`config.mk`:
```
export PLATFORM = sky130hd
export DESIGN_NAME = inst_prefetch_queue
export DESIGN_NICKNAME = d
export VERILOG_FILES = /design/src/rtl/inst_prefetch_queue_pkg.sv /design/src/rtl/inst_prefetch_queue_inst_fifo.sv /design/src/rtl/inst_prefetch_queue.sv
export SDC_FILE = /design/constraint.sdc
export NUM_CORES = 1
export LEC_CHECK = 0
export CAP_MARGIN = 10
export CORE_MARGIN = 1.5
export CORE_UTILIZATION = 28
export DETAILED_ROUTE_END_ITERATION = 10
export GPL_TIMING_DRIVEN = 1
export SETUP_SLACK_MARGIN = 0.15
export SLEW_MARGIN = 25
export SYNTH_ARGS = -nofsm -noshare
export SYNTH_HDL_FRONTEND = slang
export SYNTH_HIERARCHICAL = 1
export SYNTH_SLANG_ARGS = --single-unit
export TNS_END_PERCENT = 30
```
`constraint.sdc`:
```
create_clock -name clk -period 3.45 [get_ports clk]
set_input_delay 0.345 -clock clk [delete_from_list [all_inputs] [get_ports clk]]
set_output_delay 0.345 -clock clk [all_outputs]
set_load 0.005 [all_outputs]
```
`src/rtl/inst_prefetch_queue_pkg.sv`:
```
`default_nettype none
// ============================================================================
// Module   : inst_prefetch_queue_pkg
// Brief    : Shared bus widths and reset-vector default for the fetch front-end
// Revision : 1.0 - initial release
// ============================================================================
package inst_prefetch_queue_pkg;

  // Instruction address / instruction bus widths used across the SoC
  localparam int c_inst_addr_w = 32;
  localparam int c_inst_data_w = 32;

  // Boot vector: first fetch address after reset
  localparam logic [c_inst_addr_w-1:0] c_reset_pc = 32'h1c00_0000;

  // Byte distance between consecutive instructions of a given width
  function automatic int pc_step(input int data_w);
    return data_w / 8;
  endfunction

endpackage
`default_nettype wire

```
`src/rtl/inst_prefetch_queue_inst_fifo.sv`:
```
`default_nettype none
// ============================================================================
// Module   : inst_fifo
// Brief    : Synchronous FIFO holding {instruction, pc} entries, with flush
// Revision : 1.0 - initial release
// ============================================================================
module inst_fifo #(
  parameter int WIDTH = 64,
  parameter int DEPTH = 4
) (
  input  logic                       clk,
  input  logic                       rst,
  input  logic                       i_push,
  input  logic [WIDTH-1:0]           i_data,
  input  logic                       i_pop,
  input  logic                       i_clear,
  output logic [WIDTH-1:0]           o_head,
  output logic [$clog2(DEPTH+1)-1:0] o_count
);

  localparam int c_ptr_w = (DEPTH > 1) ? $clog2(DEPTH) : 1;
  localparam int c_cnt_w = $clog2(DEPTH + 1);
  localparam logic [c_ptr_w-1:0] c_last = c_ptr_w'(DEPTH - 1);

  logic [WIDTH-1:0]   r_mem [DEPTH];
  logic [c_ptr_w-1:0] r_rd_ptr;
  logic [c_ptr_w-1:0] r_wr_ptr;
  logic [c_cnt_w-1:0] r_count;
  logic               w_do_pop;
  logic               w_do_push;

  // Pop only from a non-empty queue; clear overrides both directions
  assign w_do_pop  = i_pop && (r_count != '0) && !i_clear;
  assign w_do_push = i_push && !i_clear;

  assign o_head  = r_mem[r_rd_ptr];
  assign o_count = r_count;

  // Pointer and occupancy bookkeeping; pointers wrap at DEPTH (not a power of 2)
  always_ff @(posedge clk or negedge rst) begin
    if (!rst) begin
      r_rd_ptr <= '0;
      r_wr_ptr <= '0;
      r_count  <= '0;
    end else if (i_clear) begin
      r_rd_ptr <= '0;
      r_wr_ptr <= '0;
      r_count  <= '0;
    end else begin
      if (w_do_push) r_wr_ptr <= (r_wr_ptr == c_last) ? '0 : r_wr_ptr + 1'b1;
      if (w_do_pop)  r_rd_ptr <= (r_rd_ptr == c_last) ? '0 : r_rd_ptr + 1'b1;
      case ({w_do_push, w_do_pop})
        2'b10:   r_count <= r_count + 1'b1;
        2'b01:   r_count <= r_count - 1'b1;
        default: r_count <= r_count;
      endcase
    end
  end

  // Entry storage; zeroed on reset so the head reads 0 out of reset
  always_ff @(posedge clk or negedge rst) begin
    if (!rst) begin
      for (int i = 0; i < DEPTH; i++) r_mem[i] <= '0;
    end else if (w_do_push) begin
      r_mem[r_wr_ptr] <= i_data;
    end
  end

  // Credit accounting upstream makes a push into a full, non-popping queue impossible
  always_ff @(posedge clk) begin
    if (rst && w_do_push && !w_do_pop) begin
      assert (r_count < c_cnt_w'(DEPTH));
    end
  end

endmodule
`default_nettype wire

```
`src/rtl/inst_prefetch_queue.sv`:
```
`default_nettype none
// ============================================================================
// Module   : inst_prefetch_queue
// Brief    : Sequential instruction prefetcher with latency-tolerant ROM
//            interface, credit-based issue and epoch-based redirect flush
// Revision : 1.0 - initial release
// ============================================================================
module inst_prefetch_queue
  import inst_prefetch_queue_pkg::*;
#(
  parameter int                ADDR_W   = c_inst_addr_w,
  parameter int                DATA_W   = c_inst_data_w,
  parameter int                DEPTH    = 4,
  parameter int                ROM_LAT  = 1,
  parameter logic [ADDR_W-1:0] RESET_PC = ADDR_W'(c_reset_pc)
) (
  input  logic                       clk,
  input  logic                       rst,
  input  logic                       redirect_i,
  input  logic [ADDR_W-1:0]          redirect_pc_i,
  output logic                       inst_valid_o,
  input  logic                       inst_ready_i,
  output logic [DATA_W-1:0]          inst_o,
  output logic [ADDR_W-1:0]          inst_pc_o,
  output logic                       rom_ce_o,
  output logic [ADDR_W-1:0]          rom_addr_o,
  input  logic [DATA_W-1:0]          rom_data_i,
  output logic [$clog2(DEPTH+1)-1:0] occupancy_o
);

  localparam int c_cnt_w = $clog2(DEPTH + 1);
  localparam int c_sum_w = $clog2(DEPTH + ROM_LAT + 1) + 1;
  localparam logic [ADDR_W-1:0] c_pc_step = ADDR_W'(pc_step(DATA_W));

  logic [ADDR_W-1:0]  r_fetch_pc;
  logic               r_epoch;
  logic               r_pipe_vld [ROM_LAT];
  logic               r_pipe_ep  [ROM_LAT];
  logic [ADDR_W-1:0]  r_pipe_pc  [ROM_LAT];
  logic               w_in_vld   [ROM_LAT];
  logic               w_in_ep    [ROM_LAT];
  logic [ADDR_W-1:0]  w_in_pc    [ROM_LAT];

  logic [c_cnt_w-1:0] w_count;
  logic [c_sum_w-1:0] w_inflight;
  logic [c_sum_w-1:0] w_credit_used;
  logic               w_issue;
  logic               w_push;
  logic               w_pop;
  logic [DATA_W+ADDR_W-1:0] w_head;

  // Count requests still travelling through the ROM latency pipe
  always_comb begin
    w_inflight = '0;
    for (int i = 0; i < ROM_LAT; i++) w_inflight = w_inflight + c_sum_w'(r_pipe_vld[i]);
  end

  // Issue only when every outstanding request is guaranteed a queue slot
  assign w_credit_used = c_sum_w'(w_count) + w_inflight;
  assign w_issue       = !redirect_i && (w_credit_used < c_sum_w'(DEPTH));

  // rst gates the strobe so it drops the moment reset asserts
  assign rom_ce_o   = w_issue && rst;
  assign rom_addr_o = r_fetch_pc;

  // Oldest pipe stage lines up with rom_data_i; drop it if issued in an older epoch
  assign w_push = r_pipe_vld[ROM_LAT-1] && (r_pipe_ep[ROM_LAT-1] == r_epoch) && !redirect_i;
  assign w_pop  = inst_valid_o && inst_ready_i && !redirect_i;

  // Stage inputs: stage 0 takes the new request, later stages shift from the previous one
  for (genvar g = 0; g < ROM_LAT; g++) begin : g_pipe
    if (g == 0) begin : g_head
      assign w_in_vld[g] = w_issue;
      assign w_in_ep[g]  = r_epoch;
      assign w_in_pc[g]  = r_fetch_pc;
    end else begin : g_body
      assign w_in_vld[g] = r_pipe_vld[g-1];
      assign w_in_ep[g]  = r_pipe_ep[g-1];
      assign w_in_pc[g]  = r_pipe_pc[g-1];
    end
  end

  // In-flight pipe; a redirect also kills every stage so a 1-bit epoch never aliases
  always_ff @(posedge clk or negedge rst) begin
    if (!rst) begin
      for (int i = 0; i < ROM_LAT; i++) begin
        r_pipe_vld[i] <= 1'b0;
        r_pipe_ep[i]  <= 1'b0;
        r_pipe_pc[i]  <= '0;
      end
    end else begin
      for (int i = 0; i < ROM_LAT; i++) begin
        r_pipe_vld[i] <= w_in_vld[i] && !redirect_i;
        r_pipe_ep[i]  <= w_in_ep[i];
        r_pipe_pc[i]  <= w_in_pc[i];
      end
    end
  end

  // Fetch PC and epoch: redirect restarts the stream, otherwise advance per issue
  always_ff @(posedge clk or negedge rst) begin
    if (!rst) begin
      r_fetch_pc <= RESET_PC;
      r_epoch    <= 1'b0;
    end else if (redirect_i) begin
      r_fetch_pc <= redirect_pc_i;
      r_epoch    <= ~r_epoch;
    end else if (w_issue) begin
      r_fetch_pc <= r_fetch_pc + c_pc_step;
    end
  end

  inst_fifo #(
    .WIDTH (DATA_W + ADDR_W),
    .DEPTH (DEPTH)
  ) u_fifo (
    .clk     (clk),
    .rst     (rst),
    .i_push  (w_push),
    .i_data  ({rom_data_i, r_pipe_pc[ROM_LAT-1]}),
    .i_pop   (w_pop),
    .i_clear (redirect_i),
    .o_head  (w_head),
    .o_count (w_count)
  );

  assign inst_valid_o = (w_count != '0);
  assign inst_o       = w_head[DATA_W+ADDR_W-1:ADDR_W];
  assign inst_pc_o    = w_head[ADDR_W-1:0];
  assign occupancy_o  = w_count;

endmodule
`default_nettype wire

```
Word level (Yosys, flattened, before mapping) --
Index checks and enable logic that the tools add are counted.
Storage, ports and cells: output and inout bits 101, word-level logic and storage cells 63, flip-flop bits (word level) 330
Cells by class: add/sub/neg operators 6, bitwise operators 3, magnitude comparators 4, reduce and logical (&&, ||, !) cells 17, mux-type cells 16, eq/ne operators 5
Operators by type and width (count):
- bitwise mux 256 bit | 1
- two-way mux 64 bit | 3
- binary-select mux 64 bit (select 2 bit) | 1
- demux 64 bit (select 2 bit) | 1
- two-way mux 32 bit | 2
- adder 32 x 3 -> 32 bit, second input constant | 1
- two-way mux 2 bit | 6
- logical AND 1 bit | 11
- == test 2 bit, second input constant | 3
- >= comparator 3 bit, second input constant | 2
- inverter 2 -> 3 bit | 2
- case mux 3 bit (2 select lines) | 1
- nonzero test 2 bit | 3
- nonzero test 3 bit | 2
- adder 2 x 1 -> 2 bit, second input constant | 2
- adder 3 x 1 -> 4 bit | 1
- less-than comparator 4 x 3 -> 1 bit, second input constant | 1
- adder 3 x 1 -> 3 bit, second input constant | 1
- less-than comparator 3 x 1 -> 1 bit, second input constant | 1
- two-way mux 3 bit | 1
- subtractor 3 x 1 -> 3 bit, second input constant | 1
- == test 2 x 1 -> 1 bit, second input constant | 1
- == test 1 bit | 1
- logical NOT 1 bit | 1
- inverter 1 bit | 1

Depth between registers and ports, before layout --
Gate-level depths: netlist of run 1.
depth in word-level cells 8, depth in mapped cells 9, depth with buffers taken out 8

Cells and area by module --
Netlist of run 1, hierarchy kept.
Modules (own cells, without submodules):
- inst_fifo | cells each 667, area each 12772.2 µm², sequential area each 6581.3 µm², instances 1
- inst_prefetch_queue | cells each 248, area each 2798.9 µm², sequential area each 1680.4 µm², instances 1

Worst setup path after synthesis of run 1 --
Ideal clock, no wire load.
path kind reg-to-reg, start register u_fifo.r_count[1] (netlist: u_fifo/o_count[1]), end register u_fifo.r_count[1] (netlist: u_fifo/o_count[1]), data required time 3.368 ns, path buffers 0, clock period less this slack 2.497 ns, cell stages (with the launch flop) 8, setup slack 0.953 ns, arrival time 2.415 ns, library setup time 0.082 ns, cell sequence dfrtp_1 or3_1 and3_1 o31ai_2 nor3_1 fa_1 or3b_2 a31oi_1
Between the ends: cells in the longest elaborated chain, start to end 8, elaborated cells on any way between the ends 12, classes of those cells add/sub (2); eq/ne (2); mux (2); reduce/logical (6)
RTL lines:
- from (decl) | RTL line inst_prefetch_queue_inst_fifo.sv:28 | logic [c_cnt_w-1:0] r_count;
- from (signal assigned) | RTL line inst_prefetch_queue_inst_fifo.sv:53 | 2'b10: r_count <= r_count + 1'b1;
- from (signal assigned) | RTL line inst_prefetch_queue_inst_fifo.sv:54 | 2'b01: r_count <= r_count - 1'b1;
- from (signal assigned) | RTL line inst_prefetch_queue_inst_fifo.sv:55 | default: r_count <= r_count;
- nonzero test 3 bit * | RTL line inst_prefetch_queue.sv:127 | assign inst_valid_o = (w_count != '0);
- named net inst_valid_o | RTL line inst_prefetch_queue.sv:21 | output logic inst_valid_o,
- logical AND 1 bit * (2 in a row) | RTL line inst_prefetch_queue.sv:68 | assign w_pop = inst_valid_o && inst_ready_i && !redirect_i;
- named net w_pop | RTL line inst_prefetch_queue.sv:49 | logic w_pop;
- logical AND 1 bit * (2 in a row) | RTL line inst_prefetch_queue_inst_fifo.sv:33 | assign w_do_pop = i_pop && (r_count != '0) && !i_clear;
- == test 2 x 1 -> 1 bit / == test 2 bit (equally long branches) | RTL line inst_prefetch_queue_inst_fifo.sv:52 | case ({w_do_push, w_do_pop})
- case mux 3 bit (2 select lines) | RTL line inst_prefetch_queue_inst_fifo.sv:52
- two-way mux 3 bit | RTL line inst_prefetch_queue_inst_fifo.sv:45 | end else if (i_clear) begin
The timed path passes the listed nets; every way through them passes the cells marked *. A chain may end at the register's enable or synchronous reset.

Worst setup path after layout of run 1 --
start register u_fifo.r_rd_ptr[1], end output inst_o[23]
Between the ends: cells in the longest elaborated chain, start to end 4
RTL lines:
- from (decl) | RTL line inst_prefetch_queue_inst_fifo.sv:26 | logic [c_ptr_w-1:0] r_rd_ptr;
- from (signal assigned) | RTL line inst_prefetch_queue_inst_fifo.sv:51 | if (w_do_pop) r_rd_ptr <= (r_rd_ptr == c_last) ? '0 : r_rd_ptr + 1'b1;
- inverter 2 -> 3 bit (implied by the code) | RTL line inst_prefetch_queue_inst_fifo.sv:36 | assign o_head = r_mem[r_rd_ptr];
- binary-select mux 64 bit (select 2 bit) | RTL line inst_prefetch_queue_inst_fifo.sv:36
- two-way mux 64 bit (implied by the code) (2 in a row) | RTL line inst_prefetch_queue_inst_fifo.sv:36
- to (decl) | RTL line inst_prefetch_queue.sv:23 | output logic [DATA_W-1:0] inst_o,
No other way between the ends. The select of a mux whose other input is x is not followed.

==> metrics.log, run 1 <==
INFO  metric synth.avg_cell_area = 17.0 um^2
INFO  metric synth-edff-count = 0
INFO  metric antenna_left = 0
INFO  metric leakagePower = 8.88 nW
INFO  metric complex_gate_fraction_of_the_synthesized_area = 2.64%
INFO  metric synth.area.top_cells = sky130_fd_sc_hd__dfrtp_1, sky130_fd_sc_hd__mux2_4, sky130_fd_sc_hd__mux4_2
INFO  metric skew = 0.0198 ns
INFO  metric post_synth_inst_count = 915
INFO  metric number_of_global_route_vias_before_repair = 9393
INFO  metric maxClockFrequency = 315 MHz
INFO  metric r2r_cells = 7
INFO  metric critPathKind = reg -> out
INFO  metric antenna_found_initial = 0
INFO  metric startpoint_type = flop
INFO  metric setup.worst_path.end_class = output pin
INFO  metric synth.net_count = 990
INFO  metric place_ws = 0.675 ns
INFO  metric cts_tree = yes
INFO  metric grtUsageTotal = 13.5%
INFO  metric post_synth_xor_area_fraction = 0.675%
INFO  metric area.growth.synth_to_final = 22.9%
INFO  metric netSwitchingFraction = 25.2%
INFO  metric grt_first_pass_wirelength = 58.9 mm
INFO  metric crit_path_max_fanout = 59
INFO  metric relSlewSlack = 30.7%
INFO  metric synth_fa_ha_area_share = 0.611%
INFO  metric number_of_max_cap_violations = 0
INFO  metric synth.lib_cells_used.distinct = 46
INFO  metric cts.root.buffer_cell = sky130_fd_sc_hd__clkbuf_16
INFO  metric yosysWarnings = 6
INFO  metric routabilityCongestion = 0.761
INFO  metric cts.sink_count = 330
INFO  metric post_dr_vias_cell = 4.59
INFO  metric port_buffers = 168
INFO  metric finalNetCount = 1176
INFO  metric netlist_top_cells_count = sky130_fd_sc_hd__dfrtp_1, sky130_fd_sc_hd__mux2_4, sky130_fd_sc_hd__mux4_2, sky130_fd_sc_hd__nor2_1, sky130_fd_sc_hd__buf_12
INFO  metric power_report.internal_total = 9.57 mW
INFO  metric finalCriticalPeriod = 3.18 ns
INFO  metric cp_data_required_time = 3.11 ns
INFO  metric ys_async_sr_fraction = 100%
INFO  metric grt_max_degree = 147
INFO  metric largest_family_of_logic_cells_by_synthesized_area = multiplexers
INFO  metric fp-row-count = 86
INFO  metric detail_route.drc_violations = 0
INFO  metric dp_cells = 1805
INFO  metric overflow = 0
INFO  metric num_vias = 8607
INFO  metric power.total = 12.8 mW
INFO  metric power.sequential.fraction = 41.6%
INFO  metric route.detailed.wl_per_inst = 20.1 um
INFO  metric detail_route.first_pass.iterations = 5
INFO  metric die_width = 239 um
INFO  metric post_detail_place_hpwl = 23.3 mm
INFO  metric dr.first_iter.drc_count = 409
INFO  metric antennaDiodeCount = 0
INFO  metric grt_setup_unrepaired = false
INFO  metric worst-slew-pin-transition = 1.04 ns
INFO  metric synthMostInstantiatedCell = sky130_fd_sc_hd__dfrtp_1
INFO  metric run_status = finished, final reports clean
INFO  metric combinationalPowerShare = 26.3%
INFO  metric synth-simple-area-share = 4.73%
INFO  metric final_critical_path_setup_slack = 0.274 ns
INFO  metric start_util = 28.3%
INFO  metric portion_of_netlist_area_occupied_by_mux_cells = 33.9%
INFO  metric rrSetupSlack = 0.74 ns
INFO  metric fin_crit_sh = 92.1%
INFO  metric synth_top_area_cell = sky130_fd_sc_hd__dfrtp_1
INFO  metric clock_tree.buffer_depth = 3
INFO  metric synthDominantCellAreaShare = 52.6%
INFO  metric htree_levels = 2
INFO  metric finalHoldViolCount = 0
INFO  metric final_layout_size_suffix_gt1_share = 37.7%
INFO  metric die_height = 239 um
INFO  metric synth-seq-area-share = 53.1%
INFO  metric share_clk_of_total_power = 32.1%
INFO  metric finalNonFillerCells = 1877
INFO  metric min_path_type = in -> async
INFO  metric die_area = 0.0570 mm^2
INFO  metric filler_cell_count = 5258
INFO  metric ir_worst_vdd = 0.323 mV
INFO  metric slew_violations = 0
INFO  metric cts_inserted_buffers = 40
INFO  metric power-per-cell-area = 669 mW/mm^2
INFO  metric timing.rr.start = u_fifo/o_count[1]$_DFFE_PN0P_
INFO  metric drt_wl_total = 37.7 mm
INFO  metric synth_flop_cell = sky130_fd_sc_hd__dfrtp_1
INFO  metric post_cts_resized = 0
INFO  metric cp_data_arrival_time = 2.83 ns
INFO  metric design.core.area = 0.0550 mm^2
INFO  metric r2r_end = u_fifo/o_count[1]$_DFFE_PN0P_
INFO  metric postSynthRegisterBits = 330
INFO  metric final-setup-viol-count = 0
INFO  metric clock_insertion_delay_worst_skew = 0.55 ns
INFO  metric syn-cell-area = 0.0156 mm^2
INFO  metric clk_pin_slew = 0.06 ns
INFO  metric total_switching_power = 3.23 mW
INFO  metric floorplan.io_pins = 169
INFO  metric tns = 0 ns
[how the worst max path moves through the flow]
stage	from	end	slack [ns]	cells past startpoint
floorplan	u_fifo/o_count[1]$_DFFE_PN0P_	u_fifo/o_count[1]$_DFFE_PN0P_	0.95	7
global placement	redirect_i	u_fifo/r_mem[226]$_DFFE_PN0P_	0.69	7
detailed placement	redirect_i	u_fifo/r_mem[222]$_DFFE_PN0P_	0.68	7
CTS	u_fifo/r_rd_ptr[1]$_DFFE_PN0P_	inst_o[23]	0.16	3
global route	u_fifo/r_rd_ptr[1]$_DFFE_PN0P_	inst_o[29]	0.17	3
finish	u_fifo/r_rd_ptr[1]$_DFFE_PN0P_	inst_o[23]	0.27	3
[critical path: stages, from the launching register on]
cell and delay (ns):
sky130_fd_sc_hd__dfrtp_4 1.12, sky130_fd_sc_hd__buf_4 0.34, sky130_fd_sc_hd__mux4_2 0.34, sky130_fd_sc_hd__clkdlybuf4s50_1 0.47
[layout by cell type, fill, tap and decap left out, types with 2 or more instances in the layout]
| master | n |
|---|---|
| sky130_fd_sc_hd__clkdlybuf4s50_1 | 167 |
| sky130_fd_sc_hd__or3_1 | 10 |
| sky130_fd_sc_hd__nand4_4 | 2 |
| sky130_fd_sc_hd__and4_1 | 6 |
| sky130_fd_sc_hd__dfrtp_4 | 2 |
| sky130_fd_sc_hd__nand2_8 | 4 |
| sky130_fd_sc_hd__o31ai_1 | 13 |
| sky130_fd_sc_hd__buf_12 | 7 |
| sky130_fd_sc_hd__ha_1 | 6 |
| sky130_fd_sc_hd__mux2_2 | 18 |
| sky130_fd_sc_hd__o31a_1 | 2 |
| sky130_fd_sc_hd__mux4_2 | 64 |
| sky130_fd_sc_hd__or4_1 | 13 |
| sky130_fd_sc_hd__mux2i_1 | 3 |
| sky130_fd_sc_hd__clkinv_2 | 5 |
| sky130_fd_sc_hd__xor2_1 | 7 |
| sky130_fd_sc_hd__nand3_1 | 10 |
| sky130_fd_sc_hd__dfrtp_1 | 325 |
| sky130_fd_sc_hd__nor2_1 | 29 |
| sky130_fd_sc_hd__buf_4 | 21 |
| sky130_fd_sc_hd__inv_1 | 4 |
| sky130_fd_sc_hd__nand4_1 | 8 |
| sky130_fd_sc_hd__and2_1 | 2 |
| sky130_fd_sc_hd__clkbuf_16 | 41 |
| sky130_fd_sc_hd__bufinv_16 | 2 |
| sky130_fd_sc_hd__mux2_4 | 240 |
| sky130_fd_sc_hd__xnor2_1 | 5 |
| sky130_fd_sc_hd__clkbuf_1 | 12 |
| sky130_fd_sc_hd__o21ai_0 | 16 |
| sky130_fd_sc_hd__dfstp_2 | 3 |
| sky130_fd_sc_hd__o21ai_1 | 3 |
| sky130_fd_sc_hd__clkbuf_8 | 7 |
| sky130_fd_sc_hd__inv_6 | 3 |
| sky130_fd_sc_hd__and3_1 | 9 |
| sky130_fd_sc_hd__nand2_1 | 20 |
| sky130_fd_sc_hd__a31oi_1 | 23 |
[routing by layer]
metal,GRT usage (%),vias to the layer above,wire length (um),share of wire [%]
met4,3.76,0,658,1.7
met5,0,-,0,0
met1,19.4,4530,18200,48
met2,20.3,233,16700,44
met3,3.00,46,2090,5.5
li1,-,3798,-,-
[metrics by stage]
step | util (%) | cell area [um^2] | hold slack (ns)
floorplan | - | 15600 | 0.0494
global placement | 32.4 | 17800 | 0.284
detailed placement | 32.4 | 17800 | 0.292
CTS | 34.8 | 19100 | 0.298
global route | 34.8 | 19100 | 0.326
finish | 34.8 | 19100 | 0.310
[sequential cells by signal, indices dropped and copies added, names as in the netlist]
signal and flops:
u_fifo/r_mem 256, r_pipe_pc 32, rom_addr_o 32, u_fifo/o_count 3, u_fifo/r_rd_ptr 2, u_fifo/r_wr_ptr 2, r_epoch 1, r_pipe_ep 1
r_pipe_vld 1
[cell families (layout without fill, tap and decap cells)]
family          Yosys count  after routing
mux                     325            325
compound gates           63             63
buf+inv                  59            273
fa+ha+maj                 7              7
flops                   330            330
xor+xnor                 12             12
simple gates            119            119
[timing repair]
item	4_1_cts	5_1_grt
hold buffers	1	0
endpoints found under the hold margin	46	0
setup buffers	1	0
endpoints found under the setup margin	9	0
[area by class of cell]
cell class,instances,area [um^2],area share (%)
inverters,5,18.8,0.0981
well taps,748,936,4.89
clock buffers,60,1170,6.10
repair buffers,198,2010,10.5
flip-flops and latches,330,8270,43.2
multi-input cells,526,6630,34.6
clock inverters,10,111,0.582
[power groups by stage]
| stage | Sequential, mW | Clock (mW) | Combinational (mW) |
|---|---|---|---|
| 6_report | 5.32 | 4.11 | 3.37 |
| 3_3_place_gp | 5.34 | 0 | 3.36 |
| 2_1_floorplan | 5.15 | 0 | 2.07 |
| 3_5_place_dp | 5.36 | 0 | 3.40 |
| 5_1_grt | 5.44 | 4.41 | 3.61 |
| 4_1_cts | 5.32 | 4.26 | 3.43 |
Power figures use the tool's default switching activity.
==> inputs of run 2 (changes only) <==
- CORE_ASPECT_RATIO: default -> 0.6
- CORE_UTILIZATION: 28 -> 57
- PLACE_DENSITY: default -> 0.8
- REMOVE_ABC_BUFFERS: default -> 1
==> run 2 against run 1 <==
Routed wire length is 10% lower; non-clock buffer count is 4 lower; final area is 3.6% lower; global-route usage is 11 points higher; sequential share of layout area is 1.6 points higher; sequential power hardly changed; count of clock-buffer cells in the layout is 15 lower; first-iteration DRC count is 29% higher; setup slack better by 0.073 ns; combinational power hardly changed; highest routed layer is now met5.
==> metrics.log, run 2 (synthesized netlist as in run 1, its figures left out) <==
INFO  metric cts_inserted_buffers = 31
INFO  metric layout.cells.most_common_list = sky130_fd_sc_hd__dfrtp_1, sky130_fd_sc_hd__mux2_4, sky130_fd_sc_hd__clkdlybuf4s50_1, sky130_fd_sc_hd__mux4_2, sky130_fd_sc_hd__clkbuf_16
INFO  metric layout.cell_area.non_filler = 0.0184 mm^2
INFO  metric placement_cell_area = 0.0173 mm^2
INFO  metric maxClockFrequency = 322 MHz
INFO  metric num_vias = 8665
INFO  metric detail_route.drc_violations = 0
INFO  metric overflow = 0
INFO  metric design.core.area = 0.0266 mm^2
INFO  metric start_util = 58.4%
INFO  metric htree_levels = 1
INFO  metric setup.worst_path.end_class = output pin
INFO  metric crit_path_cell_trace = buf_4 > mux4_2 > clkdlybuf4s50_1
INFO  metric leakagePower = 8.78 nW
INFO  metric finalHoldViolCount = 0
INFO  metric clk_pin_slew = 0.06 ns
INFO  metric skew = 0.00981 ns
INFO  metric number_of_max_cap_violations = 0
INFO  metric cp_slowest_stage_delay = 0.80 ns
INFO  metric fin_crit_sh = 89.9%
INFO  metric final-setup-viol-count = 0
INFO  metric run_status = finished, final reports clean
INFO  metric cp_data_required_time = 3.11 ns
INFO  metric cts_tree = yes
INFO  metric slew_violations = 0
INFO  metric cts.sink_count = 330
INFO  metric post_cts_buffers = 0
INFO  metric startpoint_type = flop
INFO  metric filler_cell_count = 1724
INFO  metric tns = 0 ns
INFO  metric die_area = 0.0284 mm^2
INFO  metric fp-row-count = 46
INFO  metric port_buffers = 168
INFO  metric largest_register = u_fifo/r_mem
INFO  metric detail_route.first_pass.iterations = 4
INFO  metric finalNonFillerCells = 1473
INFO  metric dp_cells = 1413
INFO  metric grt_setup_unrepaired = false
INFO  metric route.detailed.wl_per_inst = 23.0 um
INFO  metric clock_tree.buffer_depth = 3
INFO  metric final_layout_size_suffix_gt1_share = 37.3%
INFO  metric post_detail_place_hpwl = 21.4 mm
INFO  metric grtUsageTotal = 24.6%
INFO  metric timing.critical_path.slowest_stage_cell = sky130_fd_sc_hd__dfrtp_4
INFO  metric floorplan.io_pins = 169
INFO  metric cp_data_arrival_time = 2.76 ns
INFO  metric area.growth.synth_to_final = 18.4%
INFO  metric dr.first_iter.drc_count = 528
INFO  metric cts_hold_buf = 1
INFO  metric cts.root.buffer_cell = sky130_fd_sc_hd__clkbuf_16
INFO  metric power-per-cell-area = 670 mW/mm^2
INFO  metric post_dr_vias_cell = 5.88
INFO  metric crit_path_max_fanout = 27
INFO  metric number_of_flip_flops_under_the_largest_register_name = 256
INFO  metric finalNetCount = 1163
INFO  metric finalHoldWorstSlack = 0.280 ns
INFO  metric post_cts_resized = 0
INFO  metric antenna_found_initial = 3
INFO  metric grt_first_pass_wirelength = 54.1 mm
INFO  metric clock_insertion_delay_worst_skew = 0.56 ns
INFO  metric mostFrequentLayoutCell = sky130_fd_sc_hd__dfrtp_1
INFO  metric grt_max_degree = 187
INFO  metric antenna_left = 0
INFO  metric drt_wl_total = 33.8 mm
INFO  metric finalCriticalPeriod = 3.10 ns
INFO  metric min_path_type = in -> async
INFO  metric worst-slew-pin-transition = 0.756 ns
INFO  metric die_width = 216 um
INFO  metric relSlewSlack = 49.5%
INFO  metric critPathKind = reg -> out
INFO  metric die_height = 131 um
INFO  metric routabilityCongestion = 0.805
INFO  metric number_of_global_route_vias_before_repair = 9273
INFO  metric ir_worst_vdd = 0.561 mV
==> run 2: worst paths after layout <==
path / startpoint / endpoint / slack, ns / depth (start not counted)
max in group asynchronous: rst / u_fifo/r_mem[248]$_DFFE_PN0P_ / 1.86 / 4
hold reg to reg: rom_addr_o[0]$_DFFE_PN0P_ / r_pipe_pc[0]$_DFF_PN0_ / 0.40 / 0
setup reg to reg: u_fifo/o_count[1]$_DFFE_PN0P_ / u_fifo/o_count[1]$_DFFE_PN0P_ / 0.69 / 7
setup / recovery: u_fifo/r_rd_ptr[0]$_DFFE_PN0P_ / inst_pc_o[27] / 0.35 / 3
hold / removal: rst / u_fifo/r_mem[228]$_DFFE_PN0P_ / 0.28 / 2
min in group clk: redirect_pc_i[27] / rom_addr_o[27]$_DFFE_PN1P_ / 0.32 / 3
==> run 2: worst max-delay path: cells and delay by family (launching register included) <==
family,cells,cell delay [ns]
buf+inv,2,0.83
flops,1,0.80
mux,1,0.57
==> run 2: per-layer routing <==
layer,track usage (%),part of all wire (%)
met5,0,0.038
met4,4.86,1.8
met3,6.04,6.4
met2,36.9,44
met1,36.8,48
==> run 2: power breakdown <==
group          internal, mW  leakage (nW)  switching, mW
Combinational          2.35          3.97          0.997
Clock                  2.19         0.545           1.47
Sequential             4.73          4.26          0.610
Total                  9.27          8.78           3.08
==> run 2: area by class of cell <==
| class | instances | area (um^2) | share of cell area (%) |
|---|---|---|---|
| Sequential cell | 330 | 8270 | 44.8 |
| Timing Repair Buffer | 194 | 1980 | 10.7 |
| Multi-Input combinational cell | 526 | 6630 | 35.9 |
| Clock inverter | 12 | 185 | 1.00 |
| Tap cell | 360 | 450 | 2.44 |
| Inverter | 5 | 18.8 | 0.102 |
| Clock buffer | 45 | 908 | 4.93 |
| Antenna cell | 1 | 2.50 | 0.0136 |
==> run 2: stage by stage <==
step                      utilization [%]  power [mW]  setup WS [ns]
after detailed placement             64.9        8.71          0.613
after global placement               64.9        8.61          0.689
after global routing                 69.2        12.9          0.185
after floorplan                         -        7.14         -0.156
final                                69.2        12.4          0.347
after CTS                            69.1        12.4          0.262
